--- src/rtl/pc_next_unit.sv ---
// pc_next_unit: registered next-PC selector with a small exception sequencer.
//   Picks one of NUM_SRC flattened candidates and loads it into the PC under
//   pc_write / (pc_write_cond & cond). An accepted exc_req saves the PC into
//   EPC and then loads EXC_VECTOR.
// Optional feature macro: PC_ALIGN_CHECK_EN (adds align_err, blocks loads of
//   targets whose low two bits are not zero).
// Ports:
//   clk, reset        rising-edge clock, synchronous active-high reset
//   sel, data_in      candidate index, flattened candidate vector
//   pc_write          unconditional load request
//   pc_write_cond     conditional load request, qualified by cond
//   exc_req           exception request, honoured only in IDLE
//   pc_out, epc_out   registered PC and saved PC
//   busy              exception sequence in progress
//   sel_err           one-cycle pulse after a load with an out-of-range sel
//   align_err         (PC_ALIGN_CHECK_EN only) one-cycle misaligned-load pulse
module pc_next_unit #(
  parameter int unsigned      WIDTH      = 32,
  parameter int unsigned      NUM_SRC    = 6,
  parameter int unsigned      SEL_W      = 3,
  parameter logic [WIDTH-1:0] RESET_PC   = '0,
  parameter logic [WIDTH-1:0] EXC_VECTOR = WIDTH'(32'h0000_00FF)
) (
  input  logic                   clk,
  input  logic                   reset,
  input  logic [SEL_W-1:0]       sel,
  input  logic [NUM_SRC*WIDTH-1:0] data_in,
  input  logic                   pc_write,
  input  logic                   pc_write_cond,
  input  logic                   cond,
  input  logic                   exc_req,
  output logic [WIDTH-1:0]       pc_out,
  output logic [WIDTH-1:0]       epc_out,
  output logic                   busy,
  output logic                   sel_err
`ifdef PC_ALIGN_CHECK_EN
  ,
  output logic                   align_err
`endif
);

  localparam logic [1:0] ST_IDLE     = 2'd0;
  localparam logic [1:0] ST_EXC_SAVE = 2'd1;
  localparam logic [1:0] ST_EXC_LOAD = 2'd2;

  logic [1:0]       r_state;
  logic [1:0]       w_state_nxt;
  logic [WIDTH-1:0] r_pc;
  logic [WIDTH-1:0] w_pc_nxt;
  logic [WIDTH-1:0] r_epc;
  logic [WIDTH-1:0] w_epc_nxt;
  logic             r_busy;
  logic             r_sel_err;
  logic             w_sel_err_nxt;
  logic [WIDTH-1:0] w_cand;
  logic             w_sel_ok;
  logic             w_load_en;
`ifdef PC_ALIGN_CHECK_EN
  logic             r_align_err;
  logic             w_align_err_nxt;
`endif

  // Candidate mux; unused selector codes yield zero rather than X.
  always_comb begin
    w_cand = '0;
    for (int unsigned i = 0; i < NUM_SRC; i++) begin
      if (sel == SEL_W'(i)) w_cand = data_in[i*WIDTH +: WIDTH];
    end
  end

  assign w_sel_ok  = (32'(sel) < NUM_SRC);
  assign w_load_en = pc_write | (pc_write_cond & cond);

  // Next-state and next-register values.
  always_comb begin
    w_state_nxt   = r_state;
    w_pc_nxt      = r_pc;
    w_epc_nxt     = r_epc;
    w_sel_err_nxt = 1'b0;
`ifdef PC_ALIGN_CHECK_EN
    w_align_err_nxt = 1'b0;
`endif
    case (r_state)
      ST_IDLE: begin
        // Exception wins over any same-cycle load request.
        if (exc_req) begin
          w_state_nxt = ST_EXC_SAVE;
        end else if (w_load_en) begin
          if (!w_sel_ok) begin
            w_sel_err_nxt = 1'b1;
`ifdef PC_ALIGN_CHECK_EN
          end else if (w_cand[1:0] != 2'b00) begin
            w_align_err_nxt = 1'b1;
`endif
          end else begin
            w_pc_nxt = w_cand;
          end
        end
      end
      ST_EXC_SAVE: begin
        w_epc_nxt   = r_pc;
        w_state_nxt = ST_EXC_LOAD;
      end
      ST_EXC_LOAD: begin
        w_pc_nxt    = EXC_VECTOR;
        w_state_nxt = ST_IDLE;
      end
      default: begin
        w_state_nxt = ST_IDLE;
      end
    endcase
  end

  // State and output registers; busy is registered from the next state so it
  // matches a decode of the state register.
  always_ff @(posedge clk) begin
    if (reset) begin
      r_state   <= ST_IDLE;
      r_pc      <= RESET_PC;
      r_epc     <= '0;
      r_busy    <= 1'b0;
      r_sel_err <= 1'b0;
`ifdef PC_ALIGN_CHECK_EN
      r_align_err <= 1'b0;
`endif
    end else begin
      r_state   <= w_state_nxt;
      r_pc      <= w_pc_nxt;
      r_epc     <= w_epc_nxt;
      r_busy    <= (w_state_nxt != ST_IDLE);
      r_sel_err <= w_sel_err_nxt;
`ifdef PC_ALIGN_CHECK_EN
      r_align_err <= w_align_err_nxt;
`endif
    end
  end

  assign pc_out  = r_pc;
  assign epc_out = r_epc;
  assign busy    = r_busy;
  assign sel_err = r_sel_err;
`ifdef PC_ALIGN_CHECK_EN
  assign align_err = r_align_err;
`endif

endmodule
--- config.mk ---
export PLATFORM = sky130hd
export DESIGN_NAME = pc_next_unit
export DESIGN_NICKNAME = d
export VERILOG_FILES = /design/src/rtl/pc_next_unit.sv
export SDC_FILE = /design/constraint.sdc
export NUM_CORES = 1
export LEC_CHECK = 0
export BUFFER_PORTS_ARGS = -buffer_cell sky130_fd_sc_hd__clkbuf_2
export CAP_MARGIN = 20
export CORE_AREA = 2 2 103 105
export DETAILED_ROUTE_END_ITERATION = 8
export DIE_AREA = 0 0 105 107
export PLACE_DENSITY = 0.75
export SLEW_MARGIN = 20
export SYNTH_ARGS = -nofsm -noshare
export SYNTH_HDL_FRONTEND = slang
export SYNTH_SLANG_ARGS = --single-unit
--- constraint.sdc ---
create_clock -name clk -period 2.61 [get_ports clk]
set_input_delay 0.6525 -clock clk [delete_from_list [all_inputs] [get_ports clk]]
set_output_delay 0.6525 -clock clk [all_outputs]
set_load 0.01 [all_outputs]
* Word-level counts from Yosys, hierarchy flattened
Cells that the tools add are included.
Word-level totals: register bits after elaboration 68, bits of input ports 201, word-level logic and storage cells 39
Operators by class: $lt $le $gt $ge 1, eq/ne operators 10, mux-type cells 13, bitwise logic cells 4, reduce and logical (&&, ||, !) cells 6
Operators by type and width (count):
- two-way mux 32 bit | 9
- one-hot mux 32 bit (2 select lines) | 1
- equality test 3 x 2 -> 1 bit (second input constant) | 2
- equality test 3 bit (second input constant) | 2
- != test 2 bit (second input constant) | 3
- one-hot mux 2 bit (2 select lines) | 1
- AND reduction 4 bit | 1
- nonzero test 2 bit | 2
- OR reduction 4 bit | 1
- equality test 3 x 1 -> 1 bit (second input constant) | 1
- logical NOT 3 bit | 1
- < comparator 3 bit (second input constant) | 1
- equality test 2 x 1 -> 1 bit (second input constant) | 1
- equality test 2 bit (second input constant) | 1
- logical NOT 2 bit | 1
- two-way mux 2 bit | 1
- inverter 1 bit | 2
- AND 1 bit | 1
- two-way mux 1 bit | 1
- bitwise OR 1 bit | 1

* Depth between registers and ports, before layout
Gate-level depths: netlist of run 1.
depth in word-level cells 11, depth in mapped cells 7, mapped depth without buffers 4

* Worst setup path before layout of run 1
No wires, ideal clock.
path kind input-to-reg, start point input sel[1], end point register r_pc[10] (netlist: pc_out[10]), arrival 1712 ps, data required time 2493 ps, path slack 781 ps, cell stages on the path 6, path through buf_6 > a211o_1 > o22ai_2 > nor2_4 > buf_6 > a32o_1
Between the ends: longest elaborated chain between the ends 11
RTL lines:
- from (decl) | line 26 | input logic [SEL_W-1:0] sel,
- logical NOT 3 bit | line 67 | if (sel == SEL_W'(i)) w_cand = data_in[i*WIDTH +: WIDTH];
- two-way mux 32 bit (6 in series) | line 67
- two-way mux 32 bit | line 89 | if (!w_sel_ok) begin
- two-way mux 32 bit | line 88 | end else if (w_load_en) begin
- two-way mux 32 bit | line 86 | if (exc_req) begin
- one-hot mux 32 bit (2 select lines) | line 83 | case (r_state)
- to (signal assigned) | line 128 | r_pc <= w_pc_nxt;
- to (decl) | line 48 | logic [WIDTH-1:0] r_pc;
Parallel ways exist; a longest one is shown, timed or not. The select of a mux whose other input is x is not followed. A chain may end at the register's enable or synchronous reset.

* Worst setup path in the final report of run 1
start point input sel[2], end point register r_pc[12] (netlist: pc_out[12])
Same word-level chain as after synthesis.

==> results of run 1 <==
==> final cells by class <==
type	instances	share of cell area [%]
Clock buffer	10	2.284
Clock inverter	6	2.016
Inverter	3	0.2016
Multi-Input combinational cell	333	41.84
Sequential cell	68	24.37
Tap cell	136	3.046
Timing Repair Buffer	282	26.25
==> path summary, 6_finish.rpt <==
| check | slack, ns | to | startpoint |
|---|---|---|---|
| hold / removal | 0.45 | epc_out[29] | epc_out[29] |
| setup reg to reg | 0.93 | epc_out[2] | r_state[0] |
| setup / recovery | 0.63 | pc_out[12] | sel[2] |
| hold reg to reg | 0.45 | epc_out[29] | epc_out[29] |
==> metal layers <==
metal	part of all wire, %	track usage [%]	vias up
li1	-	-	2220
met1	40	31.66	2139
met2	49	44.39	208
met3	6.9	6.687	38
met4	3.5	11.52	0
met5	0	0	-
==> per-stage QoR <==
stage / hold slack, ns / cell area (µm²)
2_1_floorplan: 0.4805 / 4020
3_3_place_gp: 0.4413 / 5346
5_1_grt: 0.4876 / 5587
3_5_place_dp: 0.4489 / 5346
6_report: 0.4543 / 5587
4_1_cts: 0.4595 / 5587
==> Yosys cell counts <==
master                      instances  area [µm²]
sky130_fd_sc_hd__nor4b_1            1       8.760
sky130_fd_sc_hd__a21oi_1           37       185.2
sky130_fd_sc_hd__buf_1              2       7.510
sky130_fd_sc_hd__dfxtp_1           68        1361
sky130_fd_sc_hd__a311oi_1           4       35.03
sky130_fd_sc_hd__nand2_1           66       247.7
sky130_fd_sc_hd__a2bb2oi_1          4       35.03
sky130_fd_sc_hd__or3b_4             1       11.26
sky130_fd_sc_hd__or2_2              1       6.260
sky130_fd_sc_hd__mux4_2             4       90.09
sky130_fd_sc_hd__and2_1             2       12.51
sky130_fd_sc_hd__o21ai_1           20       100.1
sky130_fd_sc_hd__buf_6             11       123.9
sky130_fd_sc_hd__nand3b_1           1       7.510
sky130_fd_sc_hd__inv_2              1       3.750
sky130_fd_sc_hd__or2_1              1       6.260
sky130_fd_sc_hd__nor3_4             1       16.27
sky130_fd_sc_hd__mux2_2            27       304.0
sky130_fd_sc_hd__o22ai_1           23       143.9
sky130_fd_sc_hd__o221ai_1          22       192.7
sky130_fd_sc_hd__a32o_1            25       250.2
sky130_fd_sc_hd__nor3_1             1       5.000
sky130_fd_sc_hd__buf_8              2       30.03
sky130_fd_sc_hd__a22oi_1            8       60.06
sky130_fd_sc_hd__nor2_1             9       33.78
sky130_fd_sc_hd__clkbuf_1          17       63.81
sky130_fd_sc_hd__buf_2             13       65.06
sky130_fd_sc_hd__nand2b_1           2       12.51
sky130_fd_sc_hd__nor2b_1            4       25.02
sky130_fd_sc_hd__nor2b_2            1       8.760
sky130_fd_sc_hd__o22ai_2            1       12.51
sky130_fd_sc_hd__a211oi_1           4       30.03
sky130_fd_sc_hd__mux2i_1           28       280.3
sky130_fd_sc_hd__nor2_4             1       11.26
sky130_fd_sc_hd__inv_1              2       7.510
sky130_fd_sc_hd__o21ai_0           27       135.1
sky130_fd_sc_hd__buf_4              3       22.52
sky130_fd_sc_hd__o221ai_2           1       15.01
sky130_fd_sc_hd__a211o_1            6       52.55
==> power groups by stage <==
stage	logic [mW]	registers, mW	clock network, mW
final	0.617	1.11	1.04
after global routing	0.672	1.12	1.11
after CTS	0.618	1.11	1.06
after detailed placement	0.615	1.13	0
after global placement	0.604	1.13	0
after floorplan	0.338	1.14	0
==> critical path: cells and delay by family <==
kind | cells | cell delay (ns)
and+or+nand+nor | 1 | 0.75
buffers and inverters | 1 | 0.28
AOI/OAI and AO/OA | 3 | 0.55
==> cells by family (layout without fill, tap and decap cells) <==
group                  after synthesis  count (layout)  share of synthesized area (%)
AOI/OAI and AO/OA                  182             182                          31.03
buffers and inverters               51             301                          8.061
DFF                                 68              68                          33.86
muxes                               59              59                          16.78
and+or+nand+nor                     92              92                          10.27
==> registers in the layout, summed over array words and instances (netlist names) <==
register,cells
epc_out,32
busy,1
r_state,2
pc_out,32
sel_err,1
==> impl_table.tex, run 1 <==
\begin{tabular}{lr}
\hline
Metric & Value \\
\hline
\multicolumn{2}{l}{\textbf{Route}} \\
Iter 0 DRT Violations & 218 \\
Number of vias in the routed layout & 4605 \\
Remaining design rule violation count & 0 \\
Wire length reported by the detailed router & 15140 µm \\
Wirelength per Cell & 18.07 µm \\
Antenna Nets Post-Route & 0 \\
Routed vias/inst & 5.495 \\
First drt pass iteration count & 7 \\
\multicolumn{2}{l}{\textbf{Synthesis}} \\
Average footprint of a synthesized cell & 8.894 µm² \\
Post-Syn Area & 4020 µm² \\
Number of distinct standard cells referenced by the synthesized netlist & 39 \\
Post-synthesis net count & 653 \\
Post-synthesis cell count & 452 \\
Ys Warns & 0 \\
Portion of the post-synthesis area used by sequential elements & 33.86\% \\
Seq cells post-synth & 68 \\
\multicolumn{2}{l}{\textbf{Timing}} \\
Post-route clock period utilization & 75.93\% \\
Number of max-slew violations in the final report & 0 \\
Peak Freq & 504.6 MHz \\
Minimum period implied by the final worst setup slack & 1.982 ns \\
Transition time at the pin with the least slew margin & 0.9043 ns \\
RSZ-0062 raised after global routing & false \\
Fin. Hold Viols & 0 \\
Worst relative slew slack & 39.72\% \\
Fin worst setup slack & 0.6281 ns \\
Clock skew & 0.008377 ns \\
Setup total negative slack & 0 ns \\
Final setup vio count & 0 \\
\multicolumn{2}{l}{\textbf{Die}} \\
Die height & 107 µm \\
\# rows & 37 \\
Top-level I/O count & 267 \\
Floorplan die area & 11240 µm² \\
Horizontal die dimension & 105 µm \\
Starting utilization of the core area & 39.83\% \\
Core area & 10090 µm² \\
\multicolumn{2}{l}{\textbf{Worst setup path}} \\
Sequence of cells on the critical path & clkbuf\_2, or2\_1, o221ai\_1, o21ai\_1, a32o\_1 \\
Path depth of the worst reg2reg path & 4 \\
Endpoint required time on the critical path & 2.89 ns \\
Biggest fanout along the worst timing path & 23 \\
Startpoint-to-endpoint class of the critical path & input pin to flip-flop \\
Arrival time of data at the critical path endpoint & 2.26 ns \\
Cell type of the slowest stage on the worst timing path & sky130\_fd\_sc\_hd\_\_or2\_1 \\
Stage delay of the slowest cell on the critical path & 0.75 ns \\
Setup crit start kind & input pin \\
Type of destination of the critical path & flip-flop \\
\multicolumn{2}{l}{\textbf{Job}} \\
Max-cap viol count & 0 \\
\multicolumn{2}{l}{\textbf{Status}} \\
Outcome & finished, final reports clean \\
\multicolumn{2}{l}{\textbf{Layout}} \\
Final core utilization & 55.36\% \\
Net count of the finished layout & 898 \\
\# fillers & 1008 \\
Commonest non-fill, non-tap cell in the layout & sky130\_fd\_sc\_hd\_\_clkbuf\_2 \\
Share of post-route cells with drive strength above 1 & 48.01\% \\
Non-filler instance count after layout & 838 \\
Multi-input gate area & 2337 µm² \\
Flip-flop and latch area & 1361 µm² \\
Number of diodes added for antenna fixing & 0 \\
Area added between synthesis and finish & 38.97\% \\
Most frequent cells in the layout & sky130\_fd\_sc\_hd\_\_clkbuf\_2 (265), sky130\_fd\_sc\_hd\_\_dfxtp\_1 (68), sky130\_fd\_sc\_hd\_\_nand2\_1 (66), sky130\_fd\_sc\_hd\_\_a21oi\_1 (37), sky130\_fd\_sc\_hd\_\_mux2i\_1 (28) \\
\multicolumn{2}{l}{\textbf{Power and ir drop}} \\
Pwr Total & 2.772 mW \\
Areal power density over the cells & 496.2 nW/µm² \\
Leakage power figure & 2.558 nW \\
Switching Share & 27.33\% \\
Combinational power share & 22.3\% \\
Internal power consumption & 2.015 mW \\
Clock share of power & 37.7\% \\
Largest voltage drop on the vdd net & 0.3065 mV \\
Switching power & 757.6 µW \\
Sequential group share of total power & 40.1\% \\
\multicolumn{2}{l}{\textbf{Placed design}} \\
Setup WS pre-CTS & 0.2979 ns \\
Number of placed instances, taps included & 822 \\
Detailed-placement wirelength estimate & 12180 µm \\
GPL Wtd Cong & 0.9577 \\
Number of I/O port buffers & 266 \\
\multicolumn{2}{l}{\textbf{Worst hold path}} \\
Worst Hold Path Cells & 2 \\
Hold Crit Class & flip-flop to flip-flop \\
\multicolumn{2}{l}{\textbf{Clock tree}} \\
Later-pin clock latency in the skew report & 0.34 ns \\
Buffers from clock root to sink, at most & 2 \\
Clk slew on worst S/H paths & 0.07 ns \\
Hold bufs inserted after CTS & 0 \\
Post-CTS setup repair buffer count & 0 \\
CTS H-tree depth & 3 \\
Resized Gates After CTS & 0 \\
Number of buffers inserted during clock tree synthesis & 9 \\
Total number of clock tree sinks & 68 \\
Clk root buf & sky130\_fd\_sc\_hd\_\_clkbuf\_8 \\
TritonCTS clock tree & done \\
\multicolumn{2}{l}{\textbf{GRT}} \\
Wire length of the first global-routing pass & 23380 µm \\
Via count of the first global-routing pass & 4658 \\
Largest net degree at the start of global routing & 42 \\
Number of antenna violations at the first check in global routing & 0 \\
Global-route total usage across every layer & 26.30\% \\
Total global routing overflow & 0 \\
\hline
\end{tabular}
(Power assumes the default switching activity.)
==> inputs of run 2 (changes only) <==
- CORE_AREA: 2 2 103 105 -> default
- CORE_UTILIZATION: default -> 38
- DIE_AREA: 0 0 105 107 -> default
- clock period: 2.61 -> 1.7 ns (I/O delays scaled with it)
==> run 2 against run 1 <==
Compared with the run above:
- sequential power up 54%
- design area up 2.2%
- combinational power rose by 61%
- total power up 46%
- global-route usage increased by 0.15 points
- clock skew up 0.0034 ns
- sequential share of layout area is 0.52 points lower
==> impl_table.tex, run 2 (synthesized netlist as in run 1, its figures left out) <==
\begin{tabular}{lr}
\hline
Metric & Value \\
\hline
\multicolumn{2}{l}{\textbf{Clock tree}} \\
CTS H-tree depth & 3 (unchanged) \\
TritonCTS clock tree & done \\
Hold bufs inserted after CTS & 0 (unchanged) \\
Later-pin clock latency in the skew report & 0.34 ns (about the same) \\
Post-CTS setup repair buffer count & 0 (unchanged) \\
Clk slew on worst S/H paths & 0.08 ns (about the same) \\
Buffers from clock root to sink, at most & 2 (unchanged) \\
Clk root buf & sky130\_fd\_sc\_hd\_\_clkbuf\_8 \\
Resized Gates After CTS & 0 (unchanged) \\
Number of buffers inserted during clock tree synthesis & 9 (unchanged) \\
Total number of clock tree sinks & 68 (unchanged) \\
\multicolumn{2}{l}{\textbf{Worst setup path}} \\
Launch point of the worst reg-to-reg path & r\_state[0] \\
End of the worst register-to-register path & pc\_out[2] \\
Biggest fanout along the worst timing path & 6 (-74\%) \\
Arrival time of data at the critical path endpoint & 1.77 ns (-0.49 ns) \\
Setup crit start kind & input pin \\
Path depth of the worst reg2reg path & 5 (+1) \\
Worst setup path endpoint & pc\_out[2] \\
Stage delay of the slowest cell on the critical path & 0.30 ns (-0.45 ns) \\
Type of destination of the critical path & flip-flop \\
Sequence of cells on the critical path & clkbuf\_2, buf\_4, nor2b\_1, and2\_1, a2bb2oi\_1, a311oi\_1 \\
Crit path launch & sel[2] \\
R2R setup slack & 0.27 ns (-0.66 ns) \\
Startpoint-to-endpoint class of the critical path & input pin to flip-flop \\
Endpoint required time on the critical path & 1.95 ns (-0.94 ns) \\
Cell type of the slowest stage on the worst timing path & sky130\_fd\_sc\_hd\_\_and2\_1 \\
\multicolumn{2}{l}{\textbf{GRT}} \\
Number of antenna violations at the first check in global routing & 0 (unchanged) \\
Global-route total usage across every layer & 26.45\% (+0.15 points) \\
Largest net degree at the start of global routing & 43 (+2.4\%) \\
Total global routing overflow & 0 (unchanged) \\
Via count of the first global-routing pass & 4451 (-4.4\%) \\
Wire length of the first global-routing pass & 22840 µm (-2.3\%) \\
\multicolumn{2}{l}{\textbf{Worst hold path}} \\
Worst Hold Launch & exc\_req \\
Hold Crit Class & input pin to flip-flop \\
\multicolumn{2}{l}{\textbf{Timing}} \\
Number of max-slew violations in the final report & 0 (unchanged) \\
Fin. Hold Viols & 0 (unchanged) \\
Post-route clock period utilization & 89.58\% \\
Peak Freq & 656.6 MHz \\
Worst relative slew slack & 71.74\% (+32 points) \\
Clock skew & 0.01175 ns (+0.003371 ns) \\
Minimum period implied by the final worst setup slack & 1.523 ns \\
Final setup vio count & 0 (unchanged) \\
RSZ-0062 raised after global routing & false \\
Fin Hold WS & 0.2983 ns (-0.1560 ns) \\
Transition time at the pin with the least slew margin & 0.4233 ns (-0.4810 ns) \\
Setup total negative slack & 0 ns (unchanged) \\
\multicolumn{2}{l}{\textbf{Placed design}} \\
Number of placed instances, taps included & 832 (+1.2\%) \\
Detailed-placement wirelength estimate & 11940 µm (-2.0\%) \\
Number of I/O port buffers & 266 (unchanged) \\
GPL Wtd Cong & 0.8598 (-10\%) \\
\multicolumn{2}{l}{\textbf{Power and ir drop}} \\
Switching Share & 29.79\% (+2.5 points) \\
Combinational power share & 24.5\% (+2.2 points) \\
Areal power density over the cells & 708.4 nW/µm² (+43\%) \\
Switching power & 1.205 mW (+59\%) \\
Sequential group share of total power & 42.2\% (+2.1 points) \\
Largest voltage drop on the vdd net & 0.3629 mV (+18\%) \\
Leakage power figure & 2.610 nW (+2.0\%) \\
Internal power consumption & 2.839 mW (+41\%) \\
Clock share of power & 33.3\% (-4.4 points) \\
\multicolumn{2}{l}{\textbf{Die}} \\
Die height & 104.9 µm (-2.0\%) \\
\# rows & 37 (unchanged) \\
Floorplan die area & 10990 µm² (-2.1\%) \\
Horizontal die dimension & 104.9 µm (-0.14\%) \\
Starting utilization of the core area & 39.12\% (-0.72 points) \\
Core area & 10280 µm² (+1.8\%) \\
Top-level I/O count & 267 (unchanged) \\
\multicolumn{2}{l}{\textbf{Layout}} \\
Most frequent cells in the layout & sky130\_fd\_sc\_hd\_\_clkbuf\_2 (265), sky130\_fd\_sc\_hd\_\_dfxtp\_1 (68), sky130\_fd\_sc\_hd\_\_nand2\_1 (66), sky130\_fd\_sc\_hd\_\_a21oi\_1 (37), sky130\_fd\_sc\_hd\_\_mux2i\_1 (28) \\
Multi-input gate area & 2337 µm² (unchanged) \\
Commonest non-fill, non-tap cell in the layout & sky130\_fd\_sc\_hd\_\_clkbuf\_2 \\
\# fillers & 985 (-2.3\%) \\
Net count of the finished layout & 908 (+1.1\%) \\
Non-filler instance count after layout & 848 (+1.2\%) \\
Final core utilization & 55.54\% (+0.18 points) \\
Share of post-route cells with drive strength above 1 & 48.88\% (+0.87 points) \\
Area added between synthesis and finish & 41.99\% \\
Number of diodes added for antenna fixing & 0 (unchanged) \\
Flip-flop and latch area & 1361 µm² (unchanged) \\
\multicolumn{2}{l}{\textbf{Route}} \\
First drt pass iteration count & 5 (-2) \\
Routed vias/inst & 5.469 (-0.47\%) \\
Antenna Nets Post-Route & 0 (unchanged) \\
Wire length reported by the detailed router & 14730 µm (-2.7\%) \\
Number of vias in the routed layout & 4638 (+0.72\%) \\
Iter 0 DRT Violations & 249 (+14\%) \\
Remaining design rule violation count & 0 (unchanged) \\
Wirelength per Cell & 17.37 µm (-3.9\%) \\
\multicolumn{2}{l}{\textbf{Status}} \\
Outcome & finished, final reports clean \\
\multicolumn{2}{l}{\textbf{Job}} \\
Max-cap viol count & 0 (unchanged) \\
\hline
\end{tabular}
-- run 2: cell count changes in the layout (fill, tap and decap cells not counted) --
cell,change
sky130_fd_sc_hd__clkinvlp_4,+3
sky130_fd_sc_hd__clkinv_4,-2
sky130_fd_sc_hd__clkbuf_1,-1
sky130_fd_sc_hd__inv_6,+2
sky130_fd_sc_hd__bufinv_16,-2
sky130_fd_sc_hd__buf_12,+7
sky130_fd_sc_hd__buf_4,+3
-- run 2: power by group through the flow --
stage | sequential [mW] | clock [mW] | combinational [mW]
after global placement | 1.74 | 0 | 0.973
after global routing | 1.72 | 1.45 | 1.07
after CTS | 1.71 | 1.37 | 0.992
final | 1.71 | 1.34 | 0.991
after detailed placement | 1.75 | 0 | 0.990
after floorplan | 1.76 | 0 | 0.518
-- run 2: stage by stage --
stage | instance area (µm²) | setup WS [ns] | power (mW)
floorplan | 4020 | 0.09806 | 2.274
global placement | 5509 | -0.1173 | 2.715
detailed placement | 5509 | -0.1915 | 2.735
CTS | 5708 | 0.1725 | 4.069
global route | 5708 | 0.1202 | 4.240
finish | 5708 | 0.1771 | 4.043
-- run 2: worst max-delay path, delay by kind of cell --
| kind | cells | cell delay, ns |
|---|---|---|
| and+or+nand+nor | 2 | 0.58 |
| AOI/OAI and AO/OA | 2 | 0.40 |
| buffers and inverters | 2 | 0.36 |
-- run 2: final cells by class --
type                            count  share of cell area (%)
Timing Repair Buffer              292                   28.54
Multi-Input combinational cell    333                   40.95
Sequential cell                    68                   23.85
Inverter                            3                  0.1973
Clock inverter                      7                   1.315
Clock buffer                        9                   2.170
Tap cell                          136                   2.981
-- run 2: worst min-delay path by stage --
stage / slack, ns / cells after the start / endpoint
CTS: 0.29 / 2 / sel_err
floorplan: 0.48 / 2 / epc_out[0]
finish: 0.30 / 2 / sel_err
detailed placement: 0.45 / 2 / epc_out[8]
global route: 0.28 / 2 / sel_err
global placement: 0.44 / 2 / epc_out[28]
-- run 2: layer usage --
metal / global-route usage (%) / up-vias / share of wire (%)
met5: 0 / - / 0
met4: 9.557 / 0 / 2.8
met3: 6.425 / 39 / 7.3
met2: 46.78 / 223 / 51
met1: 30.86 / 2130 / 39
li1: - / 2246 / -
